--- config.mk ---
export PLATFORM = sky130hd
export DESIGN_NAME = mm_sequencer
export DESIGN_NICKNAME = d
export VERILOG_FILES = /design/src/rtl/mm_sequencer.sv
export SDC_FILE = /design/constraint.sdc
export NUM_CORES = 1
export LEC_CHECK = 0
export CAP_MARGIN = 40
export CORE_MARGIN = 8
export CORE_UTILIZATION = 55
export CTS_CLUSTER_SIZE = 40
export DETAILED_ROUTE_END_ITERATION = 8
export DONT_BUFFER_PORTS = 1
export GPL_TIMING_DRIVEN = 0
export PLACE_DENSITY = 0.82
export SYNTH_ARGS = -nofsm -noshare
export SYNTH_HDL_FRONTEND = slang
export SYNTH_SLANG_ARGS = --single-unit
--- constraint.sdc ---
create_clock -name clock -period 1.65 [get_ports clock]
set_clock_uncertainty 0.2 [all_clocks]
set_input_delay 0.165 -clock clock [delete_from_list [all_inputs] [get_ports clock]]
set_output_delay 0.165 -clock clock [all_outputs]
set_load 0.01 [all_outputs]
--- src/rtl/mm_sequencer.sv ---
// mm_sequencer: control FSM walking the 2x2 matrix-multiply product terms, then driving accumulation and result capture
module mm_sequencer #(
  parameter int N           = 2,
  parameter int IDX_W       = 2,
  parameter int PADDR_W     = 3,
  parameter int CNT_W       = 8,
  parameter int ADD_TIMEOUT = 15
) (
  input  logic               clock,
  input  logic               reset,
  input  logic               start,
  input  logic               add_done,
  output logic [IDX_W-1:0]   a_sel,
  output logic [IDX_W-1:0]   b_sel,
  output logic               prod_we,
  output logic [PADDR_W-1:0] prod_addr,
  output logic               add_start,
  output logic               result_we,
  output logic               busy,
  output logic               done,
  output logic               error,
  output logic [CNT_W-1:0]   matrix_count
);
  localparam int TW = $clog2(ADD_TIMEOUT + 1);
  localparam logic [PADDR_W-1:0] LAST = PADDR_W'(N * N * N - 1);
  localparam logic [TW-1:0] T_LAST = TW'(ADD_TIMEOUT - 1);
  typedef enum logic [2:0] {IDLE, LOAD, KICK, WAIT_ADD, WRITE} state_t;
  state_t             state_q, state_d;
  logic [PADDR_W-1:0] p_q, p_d;
  logic [TW-1:0]      t_q, t_d;
  logic               error_q, error_d;
  logic [CNT_W-1:0]   count_q, count_d;
  // state, product index, wait timer, sticky error and completion counter
  always_ff @(posedge clock or negedge reset)
    if (!reset) begin
      state_q <= IDLE;
      p_q     <= '0;
      t_q     <= '0;
      error_q <= 1'b0;
      count_q <= '0;
    end else begin
      state_q <= state_d;
      p_q     <= p_d;
      t_q     <= t_d;
      error_q <= error_d;
      count_q <= count_d;
    end
  // next-state logic; outputs decode from registered state so they stay aligned with prod_we
  always_comb begin
    state_d = state_q;
    p_d     = p_q;
    t_d     = t_q;
    error_d = error_q;
    count_d = count_q;
    case (state_q)
      IDLE: if (start) begin
        state_d = LOAD;
        p_d     = '0;
        error_d = 1'b0;
      end
      LOAD: begin
        p_d     = p_q + 1'b1;
        state_d = (p_q == LAST) ? KICK : LOAD;
      end
      KICK: begin
        t_d     = '0;
        state_d = WAIT_ADD;
      end
      WAIT_ADD: if (add_done) state_d = WRITE;
        else if (t_q == T_LAST) begin
          state_d = IDLE;
          error_d = 1'b1;
        end else t_d = t_q + 1'b1;
      WRITE: begin
        count_d = count_q + 1'b1;
        state_d = IDLE;
      end
      default: state_d = IDLE;
    endcase
    prod_we      = state_q == LOAD;
    prod_addr    = prod_we ? p_q : '0;
    a_sel        = prod_we ? IDX_W'((int'(p_q) / (N * N)) * N + int'(p_q) % N) : '0;
    b_sel        = prod_we ? IDX_W'((int'(p_q) % N) * N + (int'(p_q) / N) % N) : '0;
    add_start    = state_q == KICK;
    result_we    = state_q == WRITE;
    done         = state_q == WRITE;
    busy         = state_q != IDLE;
    error        = error_q;
    matrix_count = count_q;
  end
endmodule

==> results.cfg, run 1 <==
[detailed_routing]
viasPerCell = 5.85
drt_iter0_markers = 25
firstDrtPassIters = 4
wire_per_inst_um = 16.8
drc = 0
vias = 825
ant_nets = 0
wl_mm = 2.37

[floorplanning]
die_w_um = 60.1
pin_count = 25
placement_rows = 16
die_height_um = 60.1
start_util_pct = 56.2
fp.coreArea_um2 = 1900
dieArea_um2 = 3610

[cts]
cts_htree_levels = 1
cts_sinks = 19
cts_buffers = 3
clk_path_buf_depth = 2
root_buffer = clkbuf_4
worst_skew_pair.late_latency_ns = 0.30
clkTransAtPathRegs_ns = 0.11
cts_tree = yes

[worst_setup_path]
worst-path-stages = 4
path_cells = buf_6 -> nor3b_4 -> and2_4 -> buf_6
cp_top_family = simple AND/OR/NAND/NOR gates
cp_max_fo = 5
cp-start-kind = flop
cp.arrival_ns = 1.52
cp_slowest_stage_delay_ns = 0.40
r2r.worst_path.cells = 6
slowest_stage = dfrtp_1
critPathBufInv = 2
cp_common_cell = buf_6
crit_required_ns = 1.28
worst_setup_path_end_kind = output pin
crit_type = reg2out

[cells_and_area]
final_common_cell = dfrtp_1
nNetsFinal = 124
final_cell_mix = dfrtp_1 (19), buf_6 (9), nand2_1 (8)
area_delta_synth_final_pct = 26.8
num_antenna_cells = 0
drive_above_1_share_pct = 36.8

[yosys]
synth_edf_count = 0
syn_inst = 99
async_reset_ff_share_pct = 100
netlist_area_um2 = 1070
synth_warnings = 0
synth.avg_cell_area_um2 = 10.8
synth_nets = 108
synth-main-ff-cell = dfrtp_1
ys_seq_area_share_pct = 44.5
ys_ff_latch = 19
synthDistinctLibCells = 38
synth_top_area_cell = dfrtp_1
yosys-top-cells-area = dfrtp_1 (44%), ha_1 (5.9%), buf_4 (3.5%)
synth_top_area_share_pct = 44.5

[pwr]
p_per_area_nw_per_um2 = 1630
ir_drop_v = 0.00140
p_leak_nw = 0.691
total_power_mw = 2.21

[timing]
layout_setup_ws_ns = -0.235
finalCritPeriodShare_pct = 114
timing.fmax_mhz = 530
max_slew_margin_pct = 76.3
setup_tns_ns = -2.15
finalSetupViolCount = 17
finalHoldViolations = 0
fin_crit_ns = 1.89
tightest_slew_ns = 0.355
slew_violations = 0
grt_setup_unrepaired = yes

[global_route]
grt_pass1_wl_mm = 3.76
grt_overflow = 0
grt_max_degree = 20
antenna_found_initial = 0
grt_pass1_vias = 839
track_usage_pct = 13.6

[place]
portBuffers = 0
dp_slack_ns = -0.109
dp_hpwl_mm = 1.60
place_congestion = 0.736

[outcome]
outcome = finished with violations
violations = negative setup slack

[worst_hold_path]
min-delay-path-class = in2async

[flow_run]
cap_violations = 0
[repair_timing]
action,in CTS,in global routing
resized for setup,24,11
endpoints found under the setup margin,20,24
buffers inserted,7,2
hold buffers,3,0
pin swaps,9,9
endpoints found under the hold margin,25,0
cloned,1,0
[report_power, final]
| part | leakage (nW) | switching, mW | internal, mW |
|---|---|---|---|
| sequential | 0.242 | 0.154 | 0.602 |
| clock | 0.0177 | 0.148 | 0.0905 |
| combinational | 0.431 | 0.592 | 0.621 |
[kinds of logic (layout without fill, tap and decap cells)]
family	count (synthesis)	after routing	synth area share (%)
compound gates	16	16	10.8
xor+xnor	7	7	5.74
fa+ha+maj	5	5	5.85
buf+inv	13	27	8.20
flops	19	19	44.5
mux	1	1	1.05
simple gates	38	39	23.9
[state kept, by name, indices dropped and copies added (netlist names)]
signal	flops
error	1
matrix_count	8
p_q	3
state_q	3
t_q	4
[per-layer routing]
layer / vias to the layer above / track usage (%) / share of wire (%)
li1: 387 / - / -
met1: 410 / 13.7 / 34
met2: 26 / 26.6 / 60
met3: 2 / 3.44 / 6.0
met4: 0 / 3.06 / 0.84
met5: - / 0 / 0
[final timing paths]
kind	slack, ns	end	startpoint
worst max-delay path	-0.24	b_sel[1]	state_q[1]
worst min-delay path	0.06	p_q[1]	reset
worst max register to register	-0.14	matrix_count[7]	state_q[1]
worst min register to register	0.32	p_q[0]	p_q[0]
max in group asynchronous	1.04	t_q[2]	reset
min in group clock	0.07	t_q[3]	add_done
[metrics by stage]
step,hold WS [ns],util [%],cell area [µm²],std cells
floorplan,-0.331,-,1080,99
global placement,-0.330,58.6,1110,126
detailed placement,-0.330,58.6,1110,126
CTS,0.0541,69.3,1320,141
global route,0.0658,71.3,1360,141
finish,0.0622,71.3,1360,141
[cell type report]
type | instances | area, µm²
Buffer | 8 | 90.1
Clock buffer | 3 | 22.5
Timing Repair Buffer | 11 | 101
Multi-Input combinational cell | 68 | 599
Fill cell | 134 | 547
Clock inverter | 1 | 5.00
Inverter | 4 | 27.5
Sequential cell | 19 | 475
Tap cell | 27 | 33.8
[synth_stat cells, types with 2 or more instances]
cell / number
nand4_2: 2
buf_2: 2
a21oi_1: 2
o21ai_0: 3
nor3_4: 2
a31o_2: 2
nand3_1: 4
nand3b_1: 3
o311ai_0: 2
ha_1: 5
inv_1: 3
buf_6: 2
o31ai_1: 2
dfrtp_1: 19
nor2_1: 3
and2_1: 3
buf_4: 5
xnor2_1: 4
xor2_1: 3
nand2_1: 10
Note: power is estimated with default switching activity, not from simulation.
==> run 2: changes to the inputs <==
- CORE_MARGIN: 8 -> 1
- TNS_END_PERCENT: not set -> 50
==> run 2 against run 1 <==
Against the previous run:
- the run still ends with negative setup slack left
- count of clock-buffer cells in the layout grew 1
- setup slack lost 0.020 ns
- core utilization grew 5.3 points
- via count grew 2.2%
- register-to-register slack gained 0.02 ns
- flip-flop and latch count is the same
- sequential power grew 3.0%
- global-route usage grew 13 points
- routed wire length grew 1.9%
==> results.cfg, run 2 (synthesis gave the netlist of run 1 again) <==
[worst_hold_path]
min-delay-path-class = in2reg
worstHoldStart = add_done
hold_end = t_q[3]
worstHoldPathCells = 3

[timing]
setup_tns_ns = -2.48
hold_ws_ns = 0.0541
timing.fmax_mhz = 525
max_slew_margin_pct = 44.9
finalCritPeriodShare_pct = 116
layout_setup_ws_ns = -0.256
grt_setup_unrepaired = yes
tightest_slew_ns = 0.823
finalSetupViolCount = 20
slew_violations = 0
fin_crit_ns = 1.91
finalHoldViolations = 0

[detailed_routing]
drc = 0
firstDrtPassIters = 4
wire_per_inst_um = 17.3
wl_mm = 2.42
drt_iter0_markers = 21
ant_nets = 0
vias = 843
viasPerCell = 6.02

[cts]
clk_path_buf_depth = 2
worst_skew_pair.late_latency_ns = 0.31
clkTransAtPathRegs_ns = 0.11
cts_tree = yes
cts_buffers = 3
cts_sinks = 19
cts_htree_levels = 1
root_buffer = clkbuf_4

[floorplanning]
dieArea_um2 = 2120
start_util_pct = 60.6
placement_rows = 15
fp.coreArea_um2 = 1760
die_w_um = 46.1
die_height_um = 46.1
pin_count = 25

[worst_setup_path]
rrSetupSlack_ns = -0.12
r2r.worst_path.cells = 5
worst_setup_path_end_kind = output pin
r2r-start = state_q[2]
cp.arrival_ns = 1.54
cp_max_fo = 5
crit_type = reg2out
cp-start-kind = flop
r2r-end = p_q[0]
crit_required_ns = 1.28

[outcome]
violations = negative setup slack
outcome = finished with violations

[pwr]
p_sw_mw = 0.938
p_int_mw = 1.36
p_leak_nw = 0.672
swShare_pct = 40.9
p_comb_share_pct = 55.3
p_clk_share_pct = 10.8
ir_drop_v = 0.00137
p_per_area_nw_per_um2 = 1700
p_seq_share_pct = 34.0
total_power_mw = 2.29

[cells_and_area]
area_delta_synth_final_pct = 26.5
nNetsFinal = 125
largest_reg_flops = 8
final_area_um2 = 1350
final_cell_mix = dfrtp_1 (17), buf_6 (9), nand2_1 (9)
num_antenna_cells = 0
nFillCells = 119
final_common_cell = dfrtp_1
post-route-util_pct = 76.6
final_cell_count_no_fill = 140
drive_above_1_share_pct = 39.1

[place]
portBuffers = 0
place_congestion = 0.814
dp_hpwl_mm = 1.42
dp_cells = 124
dpl_cell_area_um2 = 1110
dp_slack_ns = -0.0742

[global_route]
grt_pass1_wl_mm = 3.82
antenna_found_initial = 0
grt_overflow = 0
grt_max_degree = 20
grt_pass1_vias = 774
track_usage_pct = 26.7

[flow_run]
cap_violations = 0
[run 2: cell type report]
class                           count  area [µm²]  area share, %
Multi-Input combinational cell     68         592           43.8
Sequential cell                    19         478           35.4
Timing Repair Buffer               13         123           9.07
Buffer                              7        78.8           5.83
Tap cell                           25        31.3           2.31
Clock buffer                        4        26.3           1.94
Inverter                            4        22.5           1.67
[run 2: critical path, stage by stage (launching register included)]
cell	delay, ns
dfrtp_1	0.43
buf_6	0.12
nor3b_4	0.32
and2_4	0.25
buf_6	0.11
[run 2: power groups by stage]
stage / combinational, mW / sequential [mW] / clock [mW]
after global placement: 0.829 / 0.741 / 0
after detailed placement: 0.861 / 0.756 / 0
final: 1.27 / 0.779 / 0.247
after global routing: 1.38 / 0.798 / 0.271
after CTS: 1.10 / 0.753 / 0.241
after floorplan: 0.743 / 0.720 / 0
[run 2: how the worst max path moves through the flow]
stage	startpoint	to	slack [ns]	depth (start not counted)
2_1_floorplan	state_q[2]	matrix_count[1]	-0.02	5
3_3_place_gp	state_q[1]	prod_addr[0]	-0.06	4
3_5_place_dp	state_q[0]	prod_addr[0]	-0.07	4
4_1_cts	state_q[1]	prod_addr[0]	-0.22	4
5_1_grt	state_q[0]	b_sel[1]	-0.30	4
6_report	state_q[0]	b_sel[1]	-0.26	4
[run 2: per-layer routing]
layer | global-route usage (%) | part of all wire [%]
met1 | 33.6 | 40
met2 | 43.1 | 54
met3 | 6.67 | 4.3
met4 | 12.4 | 1.9
met5 | 0 | 0
[run 2: timing repair]
action | 4_1_cts | 5_1_grt
endpoints found under the hold margin | 24 | 1
pin swaps | 9 | 8
gates resized for setup | 20 | 17
setup buffers | 4 | 5
hold buffers | 3 | 1
gates cloned | 1 | 0
endpoints found under the setup margin | 19 | 24
==> run 3: changes to the inputs <==
- CELL_PAD_IN_SITES_DETAIL_PLACEMENT: not set -> 1
- CELL_PAD_IN_SITES_GLOBAL_PLACEMENT: not set -> 1
- CORE_UTILIZATION: 55 -> 42
- PLACE_DENSITY: 0.82 -> 0.81
==> run 3 against run 2 <==
Against the previous run:
- the run still ends with negative setup slack left
- die area rose by 30%
- core utilization fell by 17 points
- count of clock-buffer cells in the layout down 1
- largest power group unchanged
- flip-flop and latch count did not move
- sequential share of layout area fell by 0.80 points
- via count down 2.0%
==> results.cfg, run 3 (synthesis gave the netlist of run 1 again) <==
[timing]
finalSetupViolCount = 16
finalCritPeriodShare_pct = 115
fin_crit_ns = 1.90
finalHoldViolations = 0
layout_setup_ws_ns = -0.247
tightest_slew_ns = 0.370
max_slew_margin_pct = 75.3
grt_setup_unrepaired = yes
timing.fmax_mhz = 527
slew_violations = 0

[cells_and_area]
final_common_cell = dfrtp_1
regArea_um2 = 477
drive_above_1_share_pct = 43.1
multi_input_area_um2 = 604
post-route-util_pct = 60.0
largest_reg_flops = 8
nFillCells = 235
area_delta_synth_final_pct = 29.0
nNetsFinal = 126
final_cell_mix = dfrtp_1 (18), buf_6 (10), nand2_1 (6), buf_4 (6), ha_1 (5)
num_antenna_cells = 0

[global_route]
antenna_found_initial = 0
grt_max_degree = 20
grt_pass1_wl_mm = 4.01
grt_pass1_vias = 884
grt_overflow = 0
track_usage_pct = 20.7

[cts]
cts_htree_levels = 1
cts_tree = yes
worst_skew_pair.late_latency_ns = 0.31
clkTransAtPathRegs_ns = 0.11
cts_buffers = 3
clk_path_buf_depth = 2
cts_sinks = 19
root_buffer = clkbuf_4

[pwr]
ir_drop_v = 0.00104
p_seq_share_pct = 33.1
p_comb_share_pct = 56.2
swShare_pct = 42.0
p_clk_share_pct = 10.7
p_int_mw = 1.36
p_per_area_nw_per_um2 = 1700
p_sw_mw = 0.982
p_leak_nw = 0.680

[floorplanning]
die_w_um = 52.4
pin_count = 25
start_util_pct = 46.5
placement_rows = 17
die_height_um = 52.4
fp.coreArea_um2 = 2300
dieArea_um2 = 2750

[place]
portBuffers = 0
place_congestion = 0.718
dp_hpwl_mm = 1.69
dp_slack_ns = -0.122

[detailed_routing]
firstDrtPassIters = 2
viasPerCell = 5.74
vias = 826
ant_nets = 0
wl_mm = 2.65
wire_per_inst_um = 18.4
drt_iter0_markers = 3
drc = 0

[flow_run]
cap_violations = 0

[worst_setup_path]
rrSetupSlack_ns = -0.07
worst_setup_path_end_kind = output pin
cp-start-kind = flop
cp_max_fo = 5
cp.arrival_ns = 1.53
r2r.worst_path.cells = 5
crit_type = reg2out
crit_required_ns = 1.28

[worst_hold_path]
worstHoldPathCells = 3
min-delay-path-class = in2reg

[outcome]
violations = negative setup slack
outcome = finished with violations
[run 3: power by group through the flow]
stage	registers [mW]	clock network, mW	logic, mW
after floorplan	0.720	0	0.743
after global placement	0.743	0	0.839
after detailed placement	0.761	0	0.898
after CTS	0.759	0.252	1.16
after global routing	0.790	0.272	1.43
final	0.774	0.250	1.31
[run 3: critical path, cell delays in order (launching register included)]
cell,delay [ns]
dfrtp_1,0.41
buf_6,0.13
nor3b_4,0.34
and2_4,0.24
buf_6,0.11
[run 3: final cells by class]
cell class	count	share of cell area, %
sequential	19	34.6
buffer	8	6.53
clock buffer	3	1.63
tap	28	2.54
clock inverter	1	0.363
timing repair buffer	13	8.89
multi-input combinational	68	43.8
inverter	4	1.63
[run 3: path summary, 6_finish.rpt]
| path | end | start |
|---|---|---|
| worst max-delay path | prod_addr[0] | state_q[1] |
| worst min-delay path | error | start |
| worst max register to register | p_q[0] | state_q[2] |
| worst min register to register | p_q[0] | p_q[0] |
| max in group asynchronous | t_q[0] | reset |
| min in group asynchronous | matrix_count[6] | reset |
[run 3: stage by stage]
step                hold slack [ns]  power [mW]  area (µm²)  cells  setup TNS (ns)
floorplan                    -0.331        1.46        1070     99         -0.0210
global placement             -0.330        1.58        1110    127          -0.382
detailed placement           -0.330        1.66        1110    127          -0.860
CTS                          0.0435        2.18        1290    140           -2.74
global route                0.00748        2.49        1380    144           -3.06
finish                       0.0108        2.34        1380    144           -1.96
[run 3: repair_timing]
action,in CTS,in global routing
gates resized for setup,24,15
hold buffers,3,1
buffers inserted,5,3
endpoints found under the hold margin,25,1
cloned,1,0
pin swaps,8,9
endpoints found under the setup margin,21,24
[run 3: layer usage]
metal  vias to the layer above  global-route usage [%]  share of wire, %
met5                         -                       0                 0
met4                         0                    2.63              0.45
met3                         2                    6.38               2.9
met2                        13                    41.6                58
met1                       425                    20.6                38
li1                        386                       -                 -
